## src/rtl/ps2_rx_fifo_if.sv

```systemverilog
// ps2_rx_fifo_if: read-side bus of the PS/2 receiver FIFO.
//   slave  : the receiver. It drives rd_data/rd_valid/fifo_count/overflow/frame_err
//            and takes in rd_ready/clr_err.
//   master : the consumer. It drives rd_ready (pop) and clr_err (clear the sticky flags).
interface ps2_rx_fifo_if #(
  parameter int DEPTH = 8
);
  logic                     rd_ready;
  logic                     clr_err;
  logic [7:0]               rd_data;
  logic                     rd_valid;
  logic [$clog2(DEPTH):0]   fifo_count;
  logic                     overflow;
  logic                     frame_err;

  modport master (
    output rd_ready, clr_err,
    input  rd_data, rd_valid, fifo_count, overflow, frame_err
  );

  modport slave (
    input  rd_ready, clr_err,
    output rd_data, rd_valid, fifo_count, overflow, frame_err
  );
endinterface

```

## src/rtl/ps2_rx_fifo.sv

```systemverilog
// ps2_rx_fifo: PS/2 keyboard receiver with a first-word-fall-through scan-code FIFO.
//   clk      : system clock. All state changes on the rising edge.
//   resetn   : asynchronous active-low reset.
//   ps2_clk  : raw PS/2 clock. It is asynchronous and is synchronised here.
//   ps2_data : raw PS/2 data. It is asynchronous and is synchronised here.
//   bus      : read side (slave). Carries rd_data/rd_valid/rd_ready pop,
//              fifo_count, the sticky overflow/frame_err flags and clr_err.
// Each frame has 11 bits, sent LSB first: start, 8 data bits, odd parity, stop.
// Good frames are pushed into the FIFO. Bad frames and timed-out frames set frame_err.
module ps2_rx_fifo #(
  parameter int DEPTH       = 8,
  parameter int SYNC_STAGES = 3,
  parameter int TIMEOUT     = 50000
) (
  input  logic          clk,
  input  logic          resetn,
  input  logic          ps2_clk,
  input  logic          ps2_data,
  ps2_rx_fifo_if.slave  bus
);
  localparam int AW = $clog2(DEPTH);
  localparam int CW = AW + 1;
  localparam int TW = $clog2(TIMEOUT + 1);

  // Synchronisers. They are preset to 1 (idle bus), so releasing reset never
  // produces a false falling edge.
  logic [SYNC_STAGES-1:0] cs_q, ds_q;
  logic                   prev_q;

  always_ff @(posedge clk or negedge resetn) begin
    if (!resetn) begin
      cs_q   <= '1;
      ds_q   <= '1;
      prev_q <= 1'b1;
    end else begin
      cs_q   <= {cs_q[SYNC_STAGES-2:0], ps2_clk};
      ds_q   <= {ds_q[SYNC_STAGES-2:0], ps2_data};
      prev_q <= cs_q[SYNC_STAGES-1];
    end
  end

  logic fall, din;
  assign fall = prev_q & ~cs_q[SYNC_STAGES-1];
  assign din  = ds_q[SYNC_STAGES-1];

  // Deframer and timeout
  logic [3:0]    bit_cnt_q, bit_cnt_d;
  logic [10:0]   sh_q, sh_d, frame;
  logic [TW-1:0] to_q, to_d;
  logic          commit, good, bad, to_hit;

  // frame is the shift register as it will look after this fall. At commit it
  // already holds the stop bit, so the frame can be checked in the same cycle.
  assign frame  = {din, sh_q[10:1]};
  assign commit = fall && (bit_cnt_q == 4'd10);
  assign good   = commit && !frame[0] && frame[10] && (^frame[9:1]);
  assign bad    = commit && !good;
  assign to_hit = !fall && (bit_cnt_q != 4'd0) && (to_q == TW'(TIMEOUT - 1));

  always_comb begin
    bit_cnt_d = bit_cnt_q;
    sh_d      = sh_q;
    to_d      = to_q + TW'(1);
    if (fall) begin
      sh_d      = frame;
      bit_cnt_d = commit ? 4'd0 : bit_cnt_q + 4'd1;
    end else if (to_hit) begin
      bit_cnt_d = 4'd0;
    end
    if (fall || (bit_cnt_q == 4'd0) || to_hit) to_d = '0;
  end

  // FIFO
  logic [DEPTH-1:0][7:0] mem_q;
  logic [AW-1:0]         wptr_q, rptr_q;
  logic [CW-1:0]         count_q, count_d;
  logic                  pop, push, drop;
  logic                  ovf_q, ovf_d, ferr_q, ferr_d;

  assign pop  = (count_q != '0) && bus.rd_ready;
  // A pop in the same cycle frees the slot, so a push is accepted even when the FIFO is full.
  assign push = good && ((count_q < CW'(DEPTH)) || pop);
  assign drop = good && !push;

  always_comb begin
    count_d = count_q;
    if (push && !pop)      count_d = count_q + CW'(1);
    else if (pop && !push) count_d = count_q - CW'(1);
    // clr_err wins over an error that occurs in the same cycle
    ovf_d  = bus.clr_err ? 1'b0 : (ovf_q  | drop);
    ferr_d = bus.clr_err ? 1'b0 : (ferr_q | bad | to_hit);
  end

  always_ff @(posedge clk or negedge resetn) begin
    if (!resetn) begin
      bit_cnt_q <= '0;
      sh_q      <= '0;
      to_q      <= '0;
      mem_q     <= '0;
      wptr_q    <= '0;
      rptr_q    <= '0;
      count_q   <= '0;
      ovf_q     <= 1'b0;
      ferr_q    <= 1'b0;
    end else begin
      bit_cnt_q <= bit_cnt_d;
      sh_q      <= sh_d;
      to_q      <= to_d;
      count_q   <= count_d;
      ovf_q     <= ovf_d;
      ferr_q    <= ferr_d;
      if (push) begin
        mem_q[wptr_q] <= frame[8:1];
        wptr_q        <= wptr_q + AW'(1);
      end
      if (pop) rptr_q <= rptr_q + AW'(1);
    end
  end

  assign bus.rd_data    = mem_q[rptr_q];
  assign bus.rd_valid   = (count_q != '0);
  assign bus.fifo_count = count_q;
  assign bus.overflow   = ovf_q;
  assign bus.frame_err  = ferr_q;
endmodule
```

## src/flat_wrapper.sv

```systemverilog
// flat-port wrapper written by rule: the top's interface ports become plain ports
module ps2_rx_fifo_flat 
#(
  parameter int DEPTH       = 8,
  parameter int SYNC_STAGES = 3,
  parameter int TIMEOUT     = 50000
)
  (clk, resetn, ps2_clk, ps2_data, bus_rd_ready, bus_clr_err, bus_rd_data, bus_rd_valid, bus_fifo_count, bus_overflow, bus_frame_err);
  ps2_rx_fifo_if #(.DEPTH(DEPTH)) bus_i ();
  input  logic clk;
  input  logic resetn;
  input  logic ps2_clk;
  input  logic ps2_data;
  input wire logic [$bits(bus_i.rd_ready)-1:0] bus_rd_ready;
  input wire logic [$bits(bus_i.clr_err)-1:0] bus_clr_err;
  output wire logic [$bits(bus_i.rd_data)-1:0] bus_rd_data;
  output wire logic [$bits(bus_i.rd_valid)-1:0] bus_rd_valid;
  output wire logic [$bits(bus_i.fifo_count)-1:0] bus_fifo_count;
  output wire logic [$bits(bus_i.overflow)-1:0] bus_overflow;
  output wire logic [$bits(bus_i.frame_err)-1:0] bus_frame_err;
  assign bus_i.rd_ready = bus_rd_ready;
  assign bus_i.clr_err = bus_clr_err;
  assign bus_rd_data = bus_i.rd_data;
  assign bus_rd_valid = bus_i.rd_valid;
  assign bus_fifo_count = bus_i.fifo_count;
  assign bus_overflow = bus_i.overflow;
  assign bus_frame_err = bus_i.frame_err;
  ps2_rx_fifo #(.DEPTH(DEPTH), .SYNC_STAGES(SYNC_STAGES), .TIMEOUT(TIMEOUT)) u_core (.clk(clk), .resetn(resetn), .ps2_clk(ps2_clk), .ps2_data(ps2_data), .bus(bus_i));
endmodule
```

## config.mk

```make
export PLATFORM = sky130hd
export DESIGN_NAME = ps2_rx_fifo_flat
export DESIGN_NICKNAME = d
export VERILOG_FILES = /design/src/rtl/ps2_rx_fifo_if.sv /design/src/rtl/ps2_rx_fifo.sv /design/src/flat_wrapper.sv
export SDC_FILE = /design/constraint.sdc
export NUM_CORES = 1
export LEC_CHECK = 0
export BUFFER_PORTS_ARGS = -buffer_cell sky130_fd_sc_hd__buf_2
export CORE_ASPECT_RATIO = 1.5
export CORE_MARGIN = 10
export CORE_UTILIZATION = 65
export CTS_CLUSTER_SIZE = 8
export DETAILED_ROUTE_END_ITERATION = 16
export GPL_ROUTABILITY_DRIVEN = 0
export PLACE_DENSITY_LB_ADDON = 0.15
export SLEW_MARGIN = 5
export SYNTH_ARGS = -nofsm -noshare
export SYNTH_HDL_FRONTEND = slang
export SYNTH_SLANG_ARGS = --single-unit
```

## constraint.sdc

```tcl
create_clock -name clk -period 5.2 [get_ports clk]
set_input_delay 0.52 -clock clk [delete_from_list [all_inputs] [get_ports clk]]
set_output_delay 0.52 -clock clk [all_outputs]
set_load 0.01 [all_outputs]
```

==> flow_metrics.py <==
metrics = {
    "routing": {
        "viasPerCell": 5.96,
        "drcViolationCount": 0,
        "vias": 3206,
        "drtIter0Drc": 141,
        "detail_route.wl_per_cell_um": 20.0,
        "drt-total-wl_um": 10700,
        "ant_nets": 0,
        "dr.pass1.iters": 4,
    },
    "synthesis": {
        "ys_dominant_reg_cell": "dfrtp_1",
        "yosysTopAreaCellShare": 0.498,
        "yosys_warnings": 0,
        "synth_top_area_cell": "dfrtp_1",
        "synth_area_per_cell_um2": 13.3,
        "postSynth.asyncResetShare": 1.00,
        "netlist_area_um2": 5320,
        "synth_fp_nets": 415,
        "syn-instance-count": 399,
        "yosysMostFrequentCell": "dfrtp_1",
        "synth_edf_count": 0,
        "ys_seq_elements": 113,
        "synth_area_leaders": "dfrtp_1 50%, mux2_2 14%, mux4_2 6.8%, dfstp_2 3.5%, nand2_1 3.2%",
        "ys_types": 42,
        "synth_commonest_cells": "106 x dfrtp_1, 67 x mux2_2, 46 x nand2_1, 23 x nor2_1, 16 x mux4_2",
        "ys_seq_area_frac": 0.533,
    },
    "worst_setup_path": {
        "crit_family": "XOR/XNOR gates",
        "crit_path_end_kind": "register",
        "crit_buf_inv": 2,
        "arrival_ns": 3.57,
        "startpoint_type": "register",
        "path_cells": "xor2_1 > xnor3_2 > xnor2_1 > nand3_1 > inv_1 > ha_1 > inv_1 > ha_1 > a21o_1 > a21oi_1 > xnor2_1 > nor2_1 > xor2_1",
        "required_ns": 5.49,
        "crit_fanout": 11,
        "worstRegToRegCells": 13,
        "path_class": "reg2reg",
        "cp_slowest_cell": "dfrtp_1",
        "cp.depth": 13,
        "max_stage_delay_ns": 0.54,
    },
    "clocking": {
        "cts.repair.resized": 0,
        "numCtsBuffers": 17,
        "cts.path.max_buffers": 2,
        "cts_max_level": 4,
        "clk-insertion-delay-late_ns": 0.41,
        "post_cts_buffers": 0,
        "hold_buffers": 0,
        "clock-sinks": 113,
        "cts_tree": "done",
        "path_clk_slew_ns": 0.05,
        "cts_root_buffer": "clkbuf_16",
    },
    "die": {
        "core_area_um2": 8010,
        "initial_core_util": 0.665,
        "fp.dieW_um": 93.9,
        "pin_count": 21,
        "dieArea_um2": 12300,
        "placementRows": 40,
        "fp.dieH_um": 131,
    },
    "global_routing": {
        "first_global_vias": 3507,
        "grt_use_total": 0.193,
        "grt_overflow": 0,
        "grt_pass1_wl_um": 17800,
        "grt_max_degree": 69,
        "antenna_found_initial": 0,
    },
    "timing": {
        "grt_setup_unrepaired": "false",
        "fin_tns_setup_ns": 0,
        "fin_skew_ns": 0.00965,
        "fmax_mhz": 305,
        "report.final.slew_viol_count": 0,
        "finalSetupViolations": 0,
        "final-hold-violation-count": 0,
        "worst_slack_ns": 1.92,
        "relSlewSlack": 0.176,
        "period_needed_ns": 3.28,
        "period_share": 0.630,
        "worst_slew_pin_slew_ns": 1.23,
    },
    "power": {
        "p_int_w": 0.00187,
        "clock_power_share": 0.400,
        "p_comb_frac": 0.184,
        "pwr-share-seq": 0.417,
        "p_sw_w": 0.000772,
        "ir_drop_uv": 319,
        "swShare": 0.292,
        "p_leak_nw": 2.98,
        "power_density_nw_per_um2": 438,
    },
    "layout": {
        "fin_area_um2": 6040,
        "fin_nets": 438,
        "syn_to_final_growth_pct": 13.4,
        "utilization": 0.754,
        "antenna_cells": 0,
        "drive_above_1_share": 0.367,
        "final_cells": 538,
    },
    "job": {
        "cap_violations": 0,
    },
    "place": {
        "dpl_cell_area_um2": 5500,
        "place_hpwl_um": 6870,
        "placed_cells": 508,
        "place_ws_ns": 1.94,
        "io_buffers": 20,
    },
    "worst_hold_path": {
        "min_path_type": "in2async",
    },
    "status": {
        "status": "finished, final reports clean",
    },
}
registers in the layout, indices dropped and copies added (netlist names), 3 cells and up:
name,flops
u_core.mem_q,64
u_core.to_q,16
u_core.sh_q,10
u_core.bit_cnt_q,4
u_core.bus.fifo_count,4
u_core.cs_q,3
u_core.ds_q,3
u_core.rptr_q,3
u_core.wptr_q,3
through the flow:
| stage | hold WS, ns | power [W] |
|---|---|---|
| after global routing | 0.126 | 0.00276 |
| after global placement | 0.352 | 0.00158 |
| after CTS | 0.110 | 0.00267 |
| after detailed placement | 0.355 | 0.00159 |
| final | 0.107 | 0.00264 |
| after floorplan | 0.224 | 0.00146 |
power by group through the flow:
| stage | sequential [W] | clock [W] | combinational, W |
|---|---|---|---|
| final | 0.00110 | 0.00106 | 0.000486 |
| after CTS | 0.00110 | 0.00107 | 0.000495 |
| after floorplan | 0.00103 | 0 | 0.000429 |
| after detailed placement | 0.00111 | 0 | 0.000486 |
| after global placement | 0.00110 | 0 | 0.000472 |
| after global routing | 0.00112 | 0.00111 | 0.000536 |
layout by cell type (no fill, tap or decap), types with 5 or more instances in the layout:
| cell | instances |
|---|---|
| nand4_1 | 5 |
| mux2_4 | 10 |
| nor2_1 | 23 |
| buf_2 | 19 |
| mux2_2 | 67 |
| nand3_1 | 12 |
| xor2_1 | 12 |
| dfstp_2 | 7 |
| dfrtp_1 | 106 |
| xnor2_1 | 15 |
| clkbuf_16 | 17 |
| ha_1 | 9 |
| clkinv_2 | 6 |
| mux4_2 | 16 |
| nand2_1 | 46 |
cells by family after synthesis:
family / after synthesis / synth area share
simple gates: 115 / 0.110
compound gates: 14 / 0.0165
buf+inv: 22 / 0.0162
fa+ha+maj: 10 / 0.0249
mux: 95 / 0.241
xor+xnor: 30 / 0.0576
flops: 113 / 0.533
worst paths after layout:
| path | slack [ns] | endpoint | start |
|---|---|---|---|
| setup reg to reg | 1.92 | u_core.bus.fifo_count[3]$_DFFE_PN0P_ | u_core.sh_q[4]$_DFFE_PN0P_ |
| hold reg to reg | 0.36 | u_core.ds_q[1]$_DFF_PN1_ | u_core.ds_q[0]$_DFF_PN1_ |
| min in group clk | 0.21 | u_core.ds_q[0]$_DFF_PN1_ | ps2_data |
| setup / recovery | 1.92 | u_core.bus.fifo_count[3]$_DFFE_PN0P_ | u_core.sh_q[4]$_DFFE_PN0P_ |
| hold / removal | 0.11 | u_core.mem_q[40]$_DFFE_PN0P_ | resetn |
| max in group asynchronous | 3.84 | u_core.sh_q[7]$_DFFE_PN0P_ | resetn |
cell type report:
cell class	count	area, um2
inverter	4	15.0
multi-input combinational	264	2400
timing repair buffer	22	118
clock inverter	7	60.1
tap	105	131
sequential	113	2840
fill	530	1970
clock buffer	23	478
layer usage:
metal | part of all wire | vias to the layer above | global-route usage
li1 | - | 1451 | -
met1 | 0.41 | 1695 | 0.211
met2 | 0.53 | 43 | 0.336
met3 | 0.035 | 17 | 0.0617
met4 | 0.019 | 0 | 0.0816
met5 | 0 | - | 0
worst register-to-register path, delay by kind of cell (launching register included):
family | cells | cell delay (ns)
AND/OR/NAND/NOR | 2 | 0.27
AO/OA/AOI/OAI | 2 | 0.32
adder cells (fa/ha/maj) | 2 | 0.46
flip-flops | 1 | 0.54
XOR/XNOR | 5 | 1.36
buffers and inverters | 2 | 0.20
Power figures use the tool's default switching activity.
